$ cat src/rtl/alu_mb_seq.sv
// rtl/alu_mb_seq.sv - multi-byte operation sequencer driving an 8-bit ALU one byte per clock
// Chains carry/borrow between bytes and accumulates the wide result and C/Z flags.
module alu_mb_seq #(
    parameter int NBYTES = 4,
    localparam int W = 8 * NBYTES
) (
    input  logic         CLK,
    input  logic         RST,
    input  logic         START,
    input  logic [2:0]   OP,
    input  logic [W-1:0] OPA,
    input  logic [W-1:0] OPB,
    input  logic         CIN_EXT,
    output logic         BUSY,
    output logic         DONE,
    output logic [W-1:0] RESULT_WIDE,
    output logic         C_OUT,
    output logic         Z_OUT,
    output logic [3:0]   ALU_SEL,
    output logic [7:0]   ALU_A,
    output logic [7:0]   ALU_B,
    output logic         ALU_CIN,
    input  logic [7:0]   ALU_RESULT,
    input  logic         ALU_C,
    input  logic         ALU_Z
);
    typedef enum logic [1:0] {S_IDLE, S_RUN, S_DONE} state_t;

    localparam logic [2:0] OP_ADD = 3'd0;
    localparam logic [2:0] OP_SUB = 3'd1;
    localparam logic [2:0] OP_CMP = 3'd2;
    localparam logic [2:0] OP_AND = 3'd3;
    localparam logic [2:0] OP_OR  = 3'd4;
    localparam logic [2:0] OP_XOR = 3'd5;
    localparam logic [2:0] OP_LSL = 3'd6;
    localparam logic [2:0] OP_LSR = 3'd7;
    localparam logic [2:0] LAST_IDX = 3'(NBYTES - 1);

    state_t       state_q, state_d;
    logic [2:0]   op_q, op_d;
    logic [2:0]   idx_q, idx_d;
    logic [W-1:0] a_q, a_d;
    logic [W-1:0] b_q, b_d;
    logic [W-1:0] work_q, work_d;
    logic [W-1:0] result_q, result_d;
    logic         carry_q, carry_d;
    logic         zacc_q, zacc_d;
    logic         c_q, c_d;
    logic         z_q, z_d;

    logic [2:0]   byte_sel;
    logic         first;
    logic         accept;

    // LSR walks from the top byte down so the shift-in bit enters at the MSB
    assign byte_sel = (op_q == OP_LSR) ? (LAST_IDX - idx_q) : idx_q;
    assign first    = (idx_q == 3'd0);
    assign accept   = START && (state_q != S_RUN);

    always_comb begin
        state_d  = state_q;
        op_d     = op_q;
        idx_d    = idx_q;
        a_d      = a_q;
        b_d      = b_q;
        work_d   = work_q;
        result_d = result_q;
        carry_d  = carry_q;
        zacc_d   = zacc_q;
        c_d      = c_q;
        z_d      = z_q;
        ALU_SEL  = 4'hF;
        ALU_A    = 8'h00;
        ALU_B    = 8'h00;
        ALU_CIN  = 1'b0;

        case (state_q)
            S_RUN: begin
                ALU_A   = a_q[8*byte_sel +: 8];
                ALU_B   = (op_q == OP_LSL || op_q == OP_LSR) ? 8'h00 : b_q[8*byte_sel +: 8];
                ALU_CIN = carry_q;
                case (op_q)
                    OP_ADD:  ALU_SEL = first ? 4'd0 : 4'd1;
                    OP_SUB:  ALU_SEL = first ? 4'd2 : 4'd3;
                    OP_CMP:  ALU_SEL = first ? 4'd4 : 4'd3;
                    OP_AND:  ALU_SEL = 4'd5;
                    OP_OR:   ALU_SEL = 4'd6;
                    OP_XOR:  ALU_SEL = 4'd7;
                    OP_LSL:  ALU_SEL = 4'd9;
                    default: ALU_SEL = 4'd10;
                endcase
                work_d[8*byte_sel +: 8] = ALU_RESULT;
                carry_d = ALU_C;
                zacc_d  = zacc_q & ALU_Z;
                idx_d   = idx_q + 3'd1;
                if (idx_q == LAST_IDX) begin
                    state_d = S_DONE;
                    c_d     = ALU_C;
                    z_d     = zacc_q & ALU_Z;
                    if (op_q != OP_CMP) begin
                        result_d = work_d;
                    end
                end
            end
            S_DONE:  state_d = S_IDLE;
            default: state_d = S_IDLE;
        endcase

        // DONE+START chains straight into the next operation
        if (accept) begin
            state_d = S_RUN;
            op_d    = OP;
            a_d     = OPA;
            b_d     = OPB;
            idx_d   = 3'd0;
            carry_d = (OP == OP_LSL || OP == OP_LSR) ? CIN_EXT : 1'b0;
            zacc_d  = 1'b1;
        end
    end

    always_ff @(posedge CLK) begin
        if (RST) begin
            state_q  <= S_IDLE;
            op_q     <= 3'd0;
            idx_q    <= 3'd0;
            a_q      <= '0;
            b_q      <= '0;
            work_q   <= '0;
            result_q <= '0;
            carry_q  <= 1'b0;
            zacc_q   <= 1'b0;
            c_q      <= 1'b0;
            z_q      <= 1'b0;
        end else begin
            state_q  <= state_d;
            op_q     <= op_d;
            idx_q    <= idx_d;
            a_q      <= a_d;
            b_q      <= b_d;
            work_q   <= work_d;
            result_q <= result_d;
            carry_q  <= carry_d;
            zacc_q   <= zacc_d;
            c_q      <= c_d;
            z_q      <= z_d;
        end
    end

    assign BUSY        = (state_q == S_RUN);
    assign DONE        = (state_q == S_DONE);
    assign RESULT_WIDE = result_q;
    assign C_OUT       = c_q;
    assign Z_OUT       = z_q;
endmodule

$ cat config.mk
export PLATFORM = sky130hd
export DESIGN_NAME = alu_mb_seq
export DESIGN_NICKNAME = d
export VERILOG_FILES = /design/src/rtl/alu_mb_seq.sv
export SDC_FILE = /design/constraint.sdc
export NUM_CORES = 1
export LEC_CHECK = 0
export ABC_AREA = 0
export CAP_MARGIN = 0
export CORE_ASPECT_RATIO = 0.6
export CORE_UTILIZATION = 30
export CTS_BUF_LIST = sky130_fd_sc_hd__clkbuf_8
export CTS_CLUSTER_DIAMETER = 200
export DETAILED_ROUTE_END_ITERATION = 16
export GPL_ROUTABILITY_DRIVEN = 0
export PLACE_DENSITY_LB_ADDON = 0.1
export SLEW_MARGIN = 5
export SYNTH_ARGS = -nofsm -noshare
export SYNTH_HDL_FRONTEND = slang
export SYNTH_SLANG_ARGS = --single-unit
$ cat constraint.sdc
create_clock -name CLK -period 3.42 [get_ports CLK]
set_input_delay 0.342 -clock CLK [delete_from_list [all_inputs] [get_ports CLK]]
set_output_delay 0.342 -clock CLK [all_outputs]
set_load 0.005 [all_outputs]
==> implementation parameters <==
Parameter                              Value

Clock network
  Number of buffers added for setup after CTS    0
  Number of clock sinks    140
  Total CTS buffers    17
  Maximum buffer depth of the clock tree    2
  Clock root buffer master    clkbuf_8
  Clock slew seen by the registers of the worst setup and hold paths    90 ps
  Number of H-tree branching levels    4
  TritonCTS clock tree    built
  CTS-repair resized insts    0
  Clock latency of the later-clocked register in the worst-skew pair    450 ps
  Cts hold-fix bufs    0

Pwr
  Clk network pwr share    39.6%
  Switching Power    947 uW
  Power density relative to cell area    432 nW/um^2
  Internal power consumption    2.60 mW
  Switching share of total power    26.7%
  Relative contribution of sequential cells to total power    48.5%
  Proportion of power drawn by combinational gates    12.0%
  Worst IR Drop VDD    0.000240 V
  Leakage    2.99 nW

Detailed routing
  Total DRC errors in the routed layout    0
  Length of the first detailed-routing pass in iterations    5
  Via Count    5,697
  Routed wire length    19,200 um
  Initial detailed-routing violation count    367
  Detailed-route vias per instance    5.02
  Number of nets with antenna violations after detailed routing    0
  Wire length per cell    16.9 um

Critical path
  Critical Path Start Type    flop
  Maximum fanout along the worst path    32
  Arrival time of the worst setup path    2840 ps
  Crit path required time    3080 ps
  Critical Setup Path Class    flop to output pin
  Capturing element type of the critical path    output pin

Global route
  Number of antenna violations at the first check in global routing    0
  Wire length of the first global-routing pass    29,900 um
  Number of global-route vias before repair    5,535
  Pin count of the biggest net entering global routing    104
  Aggregate global routing overflow    0
  GR Util All Layers    17.9%

Layout
  Final instance area    8220 um^2
  Layout area overhead    31.0%
  Proportion of layout cells with a drive suffix above 1    7.54%
  Post-layout nets    933
  Number of diodes added for antenna fixing    0

Die
  Boundary Pins    138
  Chip width    189 um
  Floorplan row count    40
  Core Region    20,300 um^2
  Starting density of the core    31.0%
  Die Ht    114 um
  Overall die area    21,500 um^2

STA
  Max-slew violation count    0
  Time the worst path needs with I/O delays and setup    3180 ps
  Max Clk Rate    315 MHz
  Worst Tran Pin Value    1050 ps
  Sum Neg Setup Slack    0 ps
  Final setup violating endpoints    0
  Hold Violations, Final    0
  Portion of the clock cycle consumed by the worst path in the final layout    92.9%
  Worst Slack Setup Final    241 ps
  Worst relative slew slack    29.7%
  Unrepaired setup endpoints after global routing    false
  Skew final    18.3 ps

Job
  Number of max-cap violations    0

Synth
  Cell count after synthesis    737
  Most instantiated cells after synthesis    nand2_1, dfxtp_1, a21oi_1
  Top cell type's share of synthesized area    44.7%
  Share of flip-flops with an asynchronous set or reset    0%
  Number of synthesized flops with an enable pin    0
  Count leader, synth    nand2_1
  Main synth FF type    dfxtp_1
  Distinct cell type count of the synthesized netlist    47
  Post-Syn Area    6270 um^2
  Most area-hungry cell type in the Yosys netlist    dfxtp_1
  Register area share after synthesis    44.7%
  Number of nets produced by synthesis    821
  Dominant cells by area after synthesis    dfxtp_1, nand2_1, mux2i_1
  YS warnings    0
  Mean instance size in the synthesized netlist    8.51 um^2
  Flip-flop and latch count after synthesis    140

Place
  Placed wire-length estimate    13,500 um
  Port-buffer cells    137
  Standard cell area after detailed placement    7810 um^2
  Worst Setup Slack post-DPL    251 ps

Hold path
  Kind of path behind the tightest hold check    primary input to flop

Run status
  Status    completed
stage by stage:
step                hold WS (ps)  std cells  power, mW  utilization (%)
finish                       435       1135       3.55             40.5
global route                 400       1135       3.71             40.5
CTS                          408       1135       3.59             40.5
detailed placement           447       1103       2.18             38.5
global placement             443       1103       2.17             38.5
floorplan                    436        737       1.99                -
worst paths after layout:
check           from        end  slack (ps)  cells after the start
max          op_q[2]   ALU_B[1]         240                      6
min           OPB[9]     b_q[9]         440                      3
max reg2reg  op_q[2]  work_q[3]         250                      7
min reg2reg    Z_OUT      Z_OUT         460                      2
worst max-delay path: stages, from the launching register on:
cell,delay (ps)
dfxtp_1,520
nand3_4,240
xnor2_4,170
buf_4,500
mux2i_1,200
o22ai_1,190
clkdlybuf4s50_1,550
cell families (layout without fill, tap and decap cells):
kind of cell    Yosys count  in the layout  share of synthesized area, %
fa+ha+maj                 3              3                         0.598
mux                      49             49                          7.90
compound gates          205            205                          21.0
flops                   140            140                          44.7
buf+inv                  72            197                          5.56
simple gates            264            264                          19.2
xor+xnor                  4              4                          1.10
power groups by stage:
stage          clock network [mW]  logic, mW  registers [mW]
6_report                     1.40      0.425            1.72
5_1_grt                      1.52      0.464            1.73
4_1_cts                      1.44      0.427            1.72
3_5_place_dp                    0      0.425            1.76
3_3_place_gp                    0      0.419            1.75
2_1_floorplan                   0      0.241            1.74
layout make-up:
cell class | instances | area [um^2]
multi-input combinational | 525 | 3140
inverter | 16 | 60.1
fill | 2028 | 12100
timing repair buffer | 149 | 1470
tap | 273 | 342
clock inverter | 15 | 171
sequential | 140 | 2800
clock buffer | 17 | 234
layout by cell type, fill, tap and decap left out, types with 17 or more instances in the layout:
cell	n
a211oi_1	32
a21oi_1	92
clkbuf_8	17
clkdlybuf4s50_1	136
dfxtp_1	140
mux2i_1	48
nand2_1	144
nand2b_1	28
nand3_1	19
nor2_1	47
o21ai_0	26
metal layers:
| metal | track usage [%] | share of wire (%) | up-vias |
|---|---|---|---|
| li1 | - | - | 2812 |
| met1 | 25.8 | 51 | 2718 |
| met2 | 25.4 | 42 | 156 |
| met3 | 5.05 | 6.3 | 11 |
| met4 | 5.81 | 0.78 | 0 |
| met5 | 0 | 0 | - |
sequential cells by signal (all words and copies together), names as in the netlist:
name         flops
carry_q          1
zacc_q           1
b_q             32
Z_OUT            1
op_q             3
a_q             32
RESULT_WIDE     32
work_q          32
C_OUT            1
state_q          2
idx_q            3
Power figures use the tool's default switching activity.
==> edit 1, RTL diff (same flow settings) <==
Reset style: asynchronous (`RST`), changed in one clocked block.
--- a/src/rtl/alu_mb_seq.sv
+++ b/src/rtl/alu_mb_seq.sv
@@ -119,5 +119,5 @@
     end
 
-    always_ff @(posedge CLK) begin
+    always_ff @(posedge CLK or posedge RST) begin
         if (RST) begin
             state_q  <= S_IDLE;
Function: differs if RST is asserted again (counterexample within 4 cycles, from zero or initial values and one cycle with RST high); with RST held inactive, the same outputs for 4 cycles.
==> edit 1 against the unedited design <==
Synthesized area rose by 3.7%. Fmax fell by 1.3%. Utilization increased by 0.73 points. Routed wire length is 11% lower. Non-clock buffer count grew 3. Setup slack lost 0.042 ns. Die area rose by 3.7%. Via count down 18%. Design area is 6.2% higher. Highest routed layer unchanged. Synthesized cell count shrank 28%. Sequential cell count unchanged. Register-to-register slack worse by 0.05 ns. Critical endpoint is now work_q[1].
Power is not compared: it rests on default switching activity, and its combinational part moved more than twofold at a synthesized area within 25%.
==> edit 1: results (changes against the unedited design) <==
\begin{tabular}{lr}
\hline
Metric & Value \\
\hline
\multicolumn{2}{l}{\textbf{Status}} \\
Result of the run & complete, no violations \\
\multicolumn{2}{l}{\textbf{Worst setup path}} \\
Crit path DAT & 3.56 ns (+0.72 ns) \\
Crit-path leading delay family & simple AND/OR/NAND/NOR gates \\
Maximum fanout along the worst path & 10 (-69\%) \\
Depth of the most critical reg-to-reg path & 8 (+1) \\
Standard cell with the maximum stage delay on the critical path & sky130\_fd\_sc\_hd\_\_or4b\_1 \\
Sort of element at the end of the critical path & flip-flop \\
\multicolumn{2}{l}{\textbf{Detailed routing}} \\
Total length of routed wires & 17,000 µm (-11\%) \\
DRT iter0 DRCs & 202 (-45\%) \\
Drt first pass iters & 4 (-1) \\
Vias/cell & 4.85 (-3.5\%) \\
\multicolumn{2}{l}{\textbf{Synthesis}} \\
Post-Synth XOR/XNOR Area & 0.404\% (-0.69 points) \\
Async set or reset register ratio after synthesis & 100\% (+100 points) \\
Adder and majority cell fraction of the synthesized area & 0.577\% (-0.022 points) \\
Top post-synthesis cells by area & sky130\_fd\_sc\_hd\_\_dfrtp\_1 (54\%), sky130\_fd\_sc\_hd\_\_mux2\_2 (17\%), sky130\_fd\_sc\_hd\_\_mux2i\_1 (7.4\%), sky130\_fd\_sc\_hd\_\_nor2\_1 (1.8\%), sky130\_fd\_sc\_hd\_\_a21oi\_1 (1.5\%) \\
Sequential area share after synthesis & 53.8\% (+9.2 points) \\
Commonest cells in the netlist & sky130\_fd\_sc\_hd\_\_dfrtp\_1 (140), sky130\_fd\_sc\_hd\_\_mux2\_2 (100), sky130\_fd\_sc\_hd\_\_mux2i\_1 (48), sky130\_fd\_sc\_hd\_\_nor2\_1 (31), sky130\_fd\_sc\_hd\_\_nand2\_1 (22) \\
Mapped Nets & 617 (-25\%) \\
\multicolumn{2}{l}{\textbf{Global route}} \\
GRT Resource Usage Total & 16.1\% (-1.8 points) \\
Maximum number of pins on one net before global-route repair & 72 (-31\%) \\
\multicolumn{2}{l}{\textbf{Cells and area}} \\
Area share of buffers outside the clock network & 17.4\% (-0.46 points) \\
Ratio of cells with drive above 1 in the final layout & 23.1\% (+16 points) \\
Post-route cell area & 8720 µm² (+6.2\%) \\
Non-clock buffer instance count of the final layout & 152 (+2.0\%) \\
Number of fillers in the final layout & 2,003 (-1.2\%) \\
Area occupied by multi-input gates & 2810 µm² (-11\%) \\
Clock-cell share of area & 5.49\% (+0.56 points) \\
Net count reported at finish & 754 (-19\%) \\
\multicolumn{2}{l}{\textbf{STA}} \\
Setup skew after layout & 0.00878 ns (-0.00951 ns) \\
Worst-case hold slack & 0.424 ns (-0.0119 ns) \\
Actual slew at the worst max-slew pin & 0.929 ns (-0.125 ns) \\
Highest clock rate & 310 MHz (-1.3\%) \\
\multicolumn{2}{l}{\textbf{Placement}} \\
Half-perimeter wire length after detailed placement & 11,900 µm (-11\%) \\
Placement-stage worst setup slack & 0.188 ns (-0.0636 ns) \\
Post-placement cell count & 929 (-16\%) \\
\multicolumn{2}{l}{\textbf{Min path}} \\
Hold WC Path Type & in -> async \\
\hline
\end{tabular}
[edit 1: per-layer routing]
| layer | wire (µm) | GRT usage (%) | vias to the layer above |
|---|---|---|---|
| met5 | 0 | 0 | - |
| met4 | 184 | 4.72 | 0 |
| met3 | 870 | 5.27 | 12 |
| met2 | 7140 | 22.0 | 92 |
| met1 | 8820 | 23.8 | 2357 |
| li1 | - | - | 2200 |
[edit 1: report_power, final]
group          internal (mW)  total [mW]  leakage (nW)  switching (mW)
clock network          0.940        1.61         0.224           0.673
logic                   2.34        4.29          1.74            1.95
registers               2.50        2.99          1.66           0.487
total                   5.78        8.89          3.62            3.11
[edit 1: logic make-up (layout without fill, tap and decap cells)]
| logic type | Yosys count | in the layout |
|---|---|---|
| mux | 150 | 150 |
| buf+inv | 50 | 200 |
| flops | 140 | 140 |
| xor+xnor | 3 | 3 |
| fa+ha+maj | 3 | 3 |
| compound gates | 71 | 71 |
| simple gates | 116 | 116 |
==> edit 2, RTL diff (config.mk and constraints unchanged) <==
Made on the original files. Change the parameter `NBYTES` from 4 to 8.
--- a/src/rtl/alu_mb_seq.sv
+++ b/src/rtl/alu_mb_seq.sv
@@ -2,5 +2,5 @@
 // Chains carry/borrow between bytes and accumulates the wide result and C/Z flags.
 module alu_mb_seq #(
-    parameter int NBYTES = 4,
+    parameter int NBYTES = 8,
     localparam int W = 8 * NBYTES
 ) (
Ports: changed (resized OPA, OPB and RESULT_WIDE); port bits go from 138 to 234. The function was not compared with the original's and may differ.
==> edit 2 against the unedited design <==
Fmax decreased by 2.9%. Register-to-register slack improved by 0.27 ns. Synthesized area increased by 88%. First-iteration DRC count increased by 96%. Sequential cell count increased by 128. Routed wire length increased by 100%. Non-clock buffer count increased by 120. Design area increased by 89%. Power increased by 90%. Clock skew increased by 0.0058 ns. Setup slack got worse by 0.096 ns.
==> edit 2: results (changes against the unedited design) <==
\begin{tabular}{lr}
\hline
Metric & Value \\
\hline
\multicolumn{2}{l}{\textbf{Status}} \\
Result of the run & complete, no violations \\
\multicolumn{2}{l}{\textbf{Synthesis}} \\
Share of synthesized area spent on multiplexers & 9.39\% (+1.5 points) \\
Top post-synthesis cells by area & sky130\_fd\_sc\_hd\_\_dfxtp\_1 (45\%), sky130\_fd\_sc\_hd\_\_nand2\_1 (13\%), sky130\_fd\_sc\_hd\_\_a21oi\_1 (8.7\%), sky130\_fd\_sc\_hd\_\_mux4\_2 (7.1\%), sky130\_fd\_sc\_hd\_\_a22o\_1 (2.5\%) \\
Distinct cell type count after synthesis & 66 (+40\%) \\
Share of the synthesized area in compound gates (AO/OA/AOI/OAI) & 18.0\% (-3.0 points) \\
\multicolumn{2}{l}{\textbf{Min path}} \\
Worst hold path endpoint & idx\_q[0] \\
Hold Crit Depth & 2 (-1) \\
\multicolumn{2}{l}{\textbf{Global route}} \\
Global-route wire length before repair & 61,300 µm (+110\%) \\
Antenna violations before repair & 4 (+4) \\
Met2 usage in global routing & 29.6\% (+4.2 points) \\
GRT Resource Usage Total & 19.5\% (+1.6 points) \\
\multicolumn{2}{l}{\textbf{Worst setup path}} \\
Maximum fanout along the worst path & 21 (-34\%) \\
Critical Path End & ALU\_A[3] \\
Worst R2R End & RESULT\_WIDE[58] \\
Worst-case register-to-register setup slack & 0.52 ns (+0.27 ns) \\
Crit path from & op\_q[0] \\
Critical R2R Launch & idx\_q[0] \\
\multicolumn{2}{l}{\textbf{Detailed routing}} \\
DRT iter0 DRCs & 719 (+96\%) \\
Amount of wire on met2 after detailed routing & 17,000 µm (+110\%) \\
Total length of routed wires & 39,400 µm (+100\%) \\
Met3 wire len & 2370 µm (+95\%) \\
\multicolumn{2}{l}{\textbf{Cells and area}} \\
Net count reported at finish & 1,728 (+85\%) \\
\multicolumn{2}{l}{\textbf{Clocking}} \\
Clock tree buffer depth & 3 (+1) \\
\multicolumn{2}{l}{\textbf{Placement}} \\
Post-placement cell count & 2,042 (+85\%) \\
\multicolumn{2}{l}{\textbf{STA}} \\
Relative slew margins & 43.1\% (+13 points) \\
\hline
\end{tabular}
[edit 2: cell count changes after synthesis, sizes merged, moves of 24 or more]
cell    unedited run  this run
mux4               0        37
a22o               0        33
a21oi             93       205
nand2            145       406
dfxtp            140       268
buf               26        57
a211oi            32         8
[edit 2: per-stage QoR]
| step | setup WS (ns) | power [mW] | instance area, µm² |
|---|---|---|---|
| 6_report | 0.146 | 6.75 | 15500 |
| 5_1_grt | -0.00455 | 7.08 | 15500 |
| 4_1_cts | 0.00612 | 6.85 | 15400 |
| 3_5_place_dp | 0.339 | 4.20 | 14600 |
| 3_3_place_gp | 0.397 | 4.19 | 14600 |
| 2_1_floorplan | 1.04 | 3.80 | 11800 |
[edit 2: final cells by class]
type	count	share of cell area (%)
timing repair buffer	269	17.3
tap	513	4.14
antenna	2	0.0323
sequential	268	34.7
clock buffer	49	4.35
clock inverter	27	0.735
inverter	6	0.145
multi-input combinational	990	38.7
[edit 2: power by group]
part	total [mW]	leakage (nW)	internal (mW)	switching [mW]
Combinational	0.827	2.83	0.392	0.435
Clock	2.61	0.487	1.31	1.30
Sequential	3.31	2.18	3.23	0.0827
[edit 2: what timing repair did]
action | in CTS | in global routing
pin swaps | 1 | 1
resized for setup | 6 | 20
setup buffers | 2 | 2
setup endpoints to repair | 8 | 10
[edit 2: critical path, cell delays in order (launching register included)]
cell and delay [ns]:
sky130_fd_sc_hd__dfxtp_2 0.47, sky130_fd_sc_hd__and3_4 0.28, sky130_fd_sc_hd__buf_12 0.19, sky130_fd_sc_hd__mux2i_4 0.40, sky130_fd_sc_hd__a311oi_1 0.12, sky130_fd_sc_hd__a41oi_1 0.24
sky130_fd_sc_hd__o221ai_1 0.20, sky130_fd_sc_hd__clkdlybuf4s50_1 0.48
